**src/rtl/dmem_port_arbiter_if.sv**
```systemverilog
`default_nettype none
// ============================================================================
//  Module      : dmem_port_arbiter_if
//  Description : Requester-side bus of the data-memory port arbiter.
//  Revision    : 1.0 - initial release
// ============================================================================
interface dmem_port_arbiter_if;
    logic        req;
    logic        we;
    logic [31:0] addr;
    logic [31:0] wdata;
    logic [3:0]  wmask;
    logic        gnt;
    logic        rvalid;
    logic [31:0] rdata;

    modport master (
        output req, we, addr, wdata, wmask,
        input  gnt, rvalid, rdata
    );

    modport slave (
        input  req, we, addr, wdata, wmask,
        output gnt, rvalid, rdata
    );
endinterface
`default_nettype wire

```
**src/rtl/dmem_port_arbiter.sv**
```systemverilog
`default_nettype none
// ============================================================================
//  Module      : dmem_port_arbiter
//  Description : Two-requester arbiter for memory_2rw port 0 with m0 priority
//                and a starvation counter guaranteeing m1 forward progress.
//  Revision    : 1.0 - initial release
// ============================================================================
module dmem_port_arbiter #(
    parameter int ADDR_WIDTH   = 11,
    parameter int STARVE_LIMIT = 4
) (
    input  wire logic                  clk_i,
    input  wire logic                  reset_i,
    dmem_port_arbiter_if.slave         m0,
    dmem_port_arbiter_if.slave         m1,
    output logic                       mem_csb_o,
    output logic                       mem_web_o,
    output logic [3:0]                 mem_wmask_o,
    output logic [ADDR_WIDTH-1:0]      mem_addr_o,
    output logic [31:0]                mem_din_o,
    input  wire logic [31:0]           mem_dout_i
);

    localparam int                 CW          = $clog2(STARVE_LIMIT + 1);
    localparam logic [CW-1:0]      c_LIMIT     = CW'(STARVE_LIMIT);
    localparam logic [CW-1:0]      c_ONE       = CW'(1);
    localparam logic [0:0]         c_ST_NORMAL = 1'b0;
    localparam logic [0:0]         c_ST_FORCED = 1'b1;

    logic [CW-1:0] starve_cnt_q, starve_cnt_d;
    logic          resp_valid_q;
    logic          resp_owner_q;
    logic [0:0]    w_state;
    logic          w_gnt0;
    logic          w_gnt1;

    // The saturated counter value is the FORCED state; everything below is NORMAL.
    assign w_state = (starve_cnt_q == c_LIMIT) ? c_ST_FORCED : c_ST_NORMAL;

    always_comb begin
        w_gnt0 = 1'b0;
        w_gnt1 = 1'b0;
        if (!reset_i) begin
            if ((w_state == c_ST_FORCED) && m1.req) begin
                w_gnt1 = 1'b1;
            end else if (m0.req) begin
                w_gnt0 = 1'b1;
            end else if (m1.req) begin
                w_gnt1 = 1'b1;
            end
        end
    end

    assign m0.gnt = w_gnt0;
    assign m1.gnt = w_gnt1;

    always_comb begin
        mem_csb_o   = 1'b1;
        mem_web_o   = 1'b1;
        mem_wmask_o = 4'h0;
        mem_addr_o  = '0;
        mem_din_o   = 32'h0;
        if (w_gnt0) begin
            mem_csb_o   = 1'b0;
            mem_web_o   = ~m0.we;
            mem_wmask_o = m0.wmask;
            mem_addr_o  = m0.addr[ADDR_WIDTH+1:2];
            mem_din_o   = m0.wdata;
        end else if (w_gnt1) begin
            mem_csb_o   = 1'b0;
            mem_web_o   = ~m1.we;
            mem_wmask_o = m1.wmask;
            mem_addr_o  = m1.addr[ADDR_WIDTH+1:2];
            mem_din_o   = m1.wdata;
        end
    end

    always_comb begin
        starve_cnt_d = starve_cnt_q;
        if (!m1.req || w_gnt1) begin
            starve_cnt_d = '0;
        end else if (starve_cnt_q != c_LIMIT) begin
            starve_cnt_d = starve_cnt_q + c_ONE;
        end
    end

    always_ff @(posedge clk_i) begin
        if (reset_i) begin
            starve_cnt_q <= '0;
            resp_valid_q <= 1'b0;
            resp_owner_q <= 1'b0;
        end else begin
            starve_cnt_q <= starve_cnt_d;
            resp_valid_q <= w_gnt0 | w_gnt1;
            resp_owner_q <= w_gnt1;
        end
    end

    // Masking with reset_i drops a response whose access was granted just before reset.
    assign m0.rvalid = resp_valid_q & ~resp_owner_q & ~reset_i;
    assign m1.rvalid = resp_valid_q &  resp_owner_q & ~reset_i;
    assign m0.rdata  = m0.rvalid ? mem_dout_i : 32'h0;
    assign m1.rdata  = m1.rvalid ? mem_dout_i : 32'h0;

    logic w_unused_addr_bits;
    assign w_unused_addr_bits = ^{m0.addr[31:ADDR_WIDTH+2], m0.addr[1:0],
                                  m1.addr[31:ADDR_WIDTH+2], m1.addr[1:0]};

endmodule
`default_nettype wire
```
**src/flat_wrapper.sv**
```systemverilog
// flat-port wrapper written by rule: the top's interface ports become plain ports
module dmem_port_arbiter_flat 
#(
    parameter int ADDR_WIDTH   = 11,
    parameter int STARVE_LIMIT = 4
)
  (clk_i, reset_i, mem_csb_o, mem_web_o, mem_wmask_o, mem_addr_o, mem_din_o, mem_dout_i, m0_req, m0_we, m0_addr, m0_wdata, m0_wmask, m0_gnt, m0_rvalid, m0_rdata, m1_req, m1_we, m1_addr, m1_wdata, m1_wmask, m1_gnt, m1_rvalid, m1_rdata);
  dmem_port_arbiter_if m0_i ();
  dmem_port_arbiter_if m1_i ();
  input  wire logic clk_i;
  input  wire logic reset_i;
  output logic mem_csb_o;
  output logic mem_web_o;
  output logic [3:0] mem_wmask_o;
  output logic [ADDR_WIDTH-1:0] mem_addr_o;
  output logic [31:0] mem_din_o;
  input  wire logic [31:0] mem_dout_i;
  input wire logic [$bits(m0_i.req)-1:0] m0_req;
  input wire logic [$bits(m0_i.we)-1:0] m0_we;
  input wire logic [$bits(m0_i.addr)-1:0] m0_addr;
  input wire logic [$bits(m0_i.wdata)-1:0] m0_wdata;
  input wire logic [$bits(m0_i.wmask)-1:0] m0_wmask;
  output wire logic [$bits(m0_i.gnt)-1:0] m0_gnt;
  output wire logic [$bits(m0_i.rvalid)-1:0] m0_rvalid;
  output wire logic [$bits(m0_i.rdata)-1:0] m0_rdata;
  input wire logic [$bits(m1_i.req)-1:0] m1_req;
  input wire logic [$bits(m1_i.we)-1:0] m1_we;
  input wire logic [$bits(m1_i.addr)-1:0] m1_addr;
  input wire logic [$bits(m1_i.wdata)-1:0] m1_wdata;
  input wire logic [$bits(m1_i.wmask)-1:0] m1_wmask;
  output wire logic [$bits(m1_i.gnt)-1:0] m1_gnt;
  output wire logic [$bits(m1_i.rvalid)-1:0] m1_rvalid;
  output wire logic [$bits(m1_i.rdata)-1:0] m1_rdata;
  assign m0_i.req = m0_req;
  assign m0_i.we = m0_we;
  assign m0_i.addr = m0_addr;
  assign m0_i.wdata = m0_wdata;
  assign m0_i.wmask = m0_wmask;
  assign m0_gnt = m0_i.gnt;
  assign m0_rvalid = m0_i.rvalid;
  assign m0_rdata = m0_i.rdata;
  assign m1_i.req = m1_req;
  assign m1_i.we = m1_we;
  assign m1_i.addr = m1_addr;
  assign m1_i.wdata = m1_wdata;
  assign m1_i.wmask = m1_wmask;
  assign m1_gnt = m1_i.gnt;
  assign m1_rvalid = m1_i.rvalid;
  assign m1_rdata = m1_i.rdata;
  dmem_port_arbiter #(.ADDR_WIDTH(ADDR_WIDTH), .STARVE_LIMIT(STARVE_LIMIT)) u_core (.clk_i(clk_i), .reset_i(reset_i), .m0(m0_i), .m1(m1_i), .mem_csb_o(mem_csb_o), .mem_web_o(mem_web_o), .mem_wmask_o(mem_wmask_o), .mem_addr_o(mem_addr_o), .mem_din_o(mem_din_o), .mem_dout_i(mem_dout_i));
endmodule
```
**config.mk**
```make
export PLATFORM = sky130hd
export DESIGN_NAME = dmem_port_arbiter_flat
export DESIGN_NICKNAME = d
export VERILOG_FILES = /design/src/rtl/dmem_port_arbiter_if.sv /design/src/rtl/dmem_port_arbiter.sv /design/src/flat_wrapper.sv
export SDC_FILE = /design/constraint.sdc
export NUM_CORES = 1
export LEC_CHECK = 0
export ABC_AREA = 0
export CAP_MARGIN = 40
export CORE_AREA = 2 2 114 116
export DETAILED_ROUTE_END_ITERATION = 6
export DIE_AREA = 0 0 116 118
export PLACE_DENSITY = 0.52
export SLEW_MARGIN = 10
export SYNTH_ARGS = -nofsm -noshare
export SYNTH_HDL_FRONTEND = slang
export SYNTH_SLANG_ARGS = --single-unit
```
**constraint.sdc**
```tcl
create_clock -name clk_i -period 2.6 [get_ports clk_i]
set_clock_uncertainty 0.05 [all_clocks]
set_input_delay 0.52 -clock clk_i [delete_from_list [all_inputs] [get_ports clk_i]]
set_output_delay 0.52 -clock clk_i [all_outputs]
set_load 0.1 [all_outputs]
```
==> metrics.md <==
| Metric | Value |
|---|---|
| Layout cells sized above 1 | 0.449 |
| Mapped Nets | 330 |
| First-pass DRT Iterations | 3 |
| Area growth syn-to-layout | 371% |
| Outcome | completed |
| Endpoints failing setup | 0 |
| DR vias/cell | 3.81 |
| Antenna Cells | 0 |
| Crit path capture type | output pin |
| Startpoint types | input pin |
| Endpoints failing hold | 0 |
| Hold buffer count at cts | 0 |
| Worst Max-Slew Pin Slew | 0.261 ns |
| Top delay family on crit path | buffers and inverters |
| Hpwl dp | 7130 um |
| TritonCTS clock tree | done |
| Post-route cell area | 0.00542 mm2 |
| Synth Flop Type | dfxtp_1 |
| Global-route usage over all layers | 0.117 |
| Chip height | 118 um |
| Sequential area share after synthesis | 0.0871 |
| First-pass GRT wire length | 12,500 um |
| Clock sink total | 5 |
| Crit-path max cell delay | 0.27 ns |
| Mapped Area | 0.00115 mm2 |
| Clk_lat worst skew | 0.23 ns |
| Crit path cell chain | dlygate4sd2_1 > buf_4 > a311oi_4 > buf_4 > buf_12 > buf_12 > a22o_2 > buf_12 |
| Routed WL per cell | 15.3 um |
| Min Tclk post-route | 2.54 ns |
| Routed Antenna Nets | 0 |
| Cell area power density | 286 mW/mm2 |
| Root Buffer | clkbuf_16 |
| Tcrit/Tclk final | 0.978 |
| Reg-to-reg slack, setup | 1.46 ns |
| Initial Util | 0.0926 |
| Die ar. | 0.0137 mm2 |
| Crit-path most repeated cell | buf_12 |
| Total core area | 0.0124 mm2 |
| Die width | 116 um |
| Total number of vias | 2,211 |
| Asr flop ratio synth | 0 |
| Global placement routability congestion | 0.759 |
| Power Total | 1.55 mW |
| Post-Layout Cell Count | 580 |
| First DRT Iteration DRCs | 31 |
| Largest net degree at the start of global routing | 49 |
| Commonest cells in the netlist | and2_1 (64), a22o_1 (47), buf_2 (6), clkbuf_1 (6), dfxtp_1 (5) |
| Residual DRC | 0 |
| WP buf/inv | 6 |
| Port Buffers | 248 |
| CP max stage cell | a311oi_4 |
| Leak pwr | 2.22 nW |
| Mean Syn Cell Area | 7.47 um2 |
| CP required | 2.03 ns |
| Initial antenna violation count | 0 |
| Max Clock Freq | 393 MHz |
| Vias in the first global route | 2,243 |
| Worst relative slew slack | 0.826 |
| Unrepaired setup endpoints after global routing | yes |
| GRT Residual Overflow | 0 |
| Total CTS buffers | 3 |
| CTS clock-pin slew for the worst setup and hold paths | 0.03 ns |
| Hold Path Class | flip-flop to flip-flop |
| Distinct cells, synth | 20 |
| EDFF count, synth | 0 |
| Class of the most critical setup path | input pin to output pin |
| #FFs+latches synth | 5 |
| Final hold slack | 0.410 ns |
| H-tree depth | 1 |
| Count leader, synth | and2_1 |
| VDD IR-drop max | 0.256 mV |
| Total Wirelength | 8860 um |
| CP arrival | 1.97 ns |
| Clock Tree Buf Depth | 2 |
| Top cell type by total area after synthesis | a22o_1 |
| Largest cells by area after synthesis | a22o_1 (36%), and2_1 (35%), dfxtp_1 (8.7%) |
| Yosys top cell area share | 0.358 |
| Nets | 585 |
| # IOs | 291 |
| FP Rows | 41 |
| Fin. max-slew vios | 0 |
| Max cap viols | 0 |
| Cells after DPL | 572 |
| Cells after Synth | 154 |
| Synth warn | 0 |
| Crit-path max FO | 22 |
| DP Area | 0.00516 mm2 |
[metal layers]
layer / vias up / part of all wire / GRT usage
met5: - / 0 / 0
met4: 0 / 0.012 / 0.0238
met3: 10 / 0.066 / 0.0191
met2: 103 / 0.56 / 0.231
met1: 1031 / 0.36 / 0.126
li1: 1067 / - / -
[state kept, by name, indices dropped and copies added, names as in the netlist]
| signal | count |
|---|---|
| u_core.resp_valid_q | 1 |
| u_core.resp_owner_q | 1 |
| u_core.starve_cnt_q | 3 |
[path summary, 6_finish.rpt]
path	startpoint	end	cells past startpoint
hold reg to reg	u_core.starve_cnt_q[0]	u_core.starve_cnt_q[0]	1
setup / recovery	m1_req	mem_din_o[24]	8
hold / removal	u_core.starve_cnt_q[0]	u_core.starve_cnt_q[0]	1
setup reg to reg	u_core.starve_cnt_q[0]	u_core.starve_cnt_q[1]	4
[report_power, final]
group / switching [mW] / total, mW / internal, mW
clock: 0.0479 / 0.251 / 0.203
sequential: 0.00139 / 0.0812 / 0.0798
combinational: 0.692 / 1.22 / 0.527
[through the flow]
| stage | worst slack (ns) | utilization | TNS (ns) |
|---|---|---|---|
| after global routing | -0.0436 | 0.437 | -0.213 |
| after global placement | -0.117 | 0.416 | -2.40 |
| after CTS | 0.0160 | 0.430 | 0 |
| after floorplan | -0.144 | - | -0.304 |
| after detailed placement | -0.115 | 0.416 | -2.54 |
| final | 0.0564 | 0.437 | 0 |
[repair_timing]
action / in CTS / in global routing
pin swaps: 3 / 3
setup buffers: 3 / 0
gates resized for setup: 5 / 15
setup endpoints to repair: 65 / 45
gates cloned: 2 / 0
[logic make-up (layout without fill, tap and decap cells)]
kind of cell    Yosys count  count (layout)  synth area share
mux                       1               1           0.00871
compound gates           51              51             0.394
flops                     5               5            0.0871
fa+ha+maj                 2               2            0.0218
buf+inv                  20             274            0.0849
simple gates             75              75             0.404
[cell usage in the layout, fill, tap and decap left out, types with 2 or more instances in the layout]
| cell type | n |
|---|---|
| a22o_1 | 27 |
| a22o_2 | 7 |
| a22o_4 | 13 |
| and2_1 | 46 |
| and2_2 | 18 |
| buf_12 | 123 |
| buf_4 | 10 |
| clkbuf_16 | 3 |
| clkdlybuf4s50_1 | 128 |
| dfxtp_1 | 5 |
| dlygate4sd2_1 | 3 |
| inv_1 | 3 |
| nand2_1 | 2 |
| nor2_1 | 4 |
[cell type report]
type                            count  area [um2]
Fill cell                        1176        6990
Timing Repair Buffer              266        3880
Multi-Input combinational cell    129        1130
Tap cell                          172         215
Sequential cell                     5         100
Clock buffer                        4        78.8
Inverter                            4        15.0
Power figures use the tool's default switching activity.
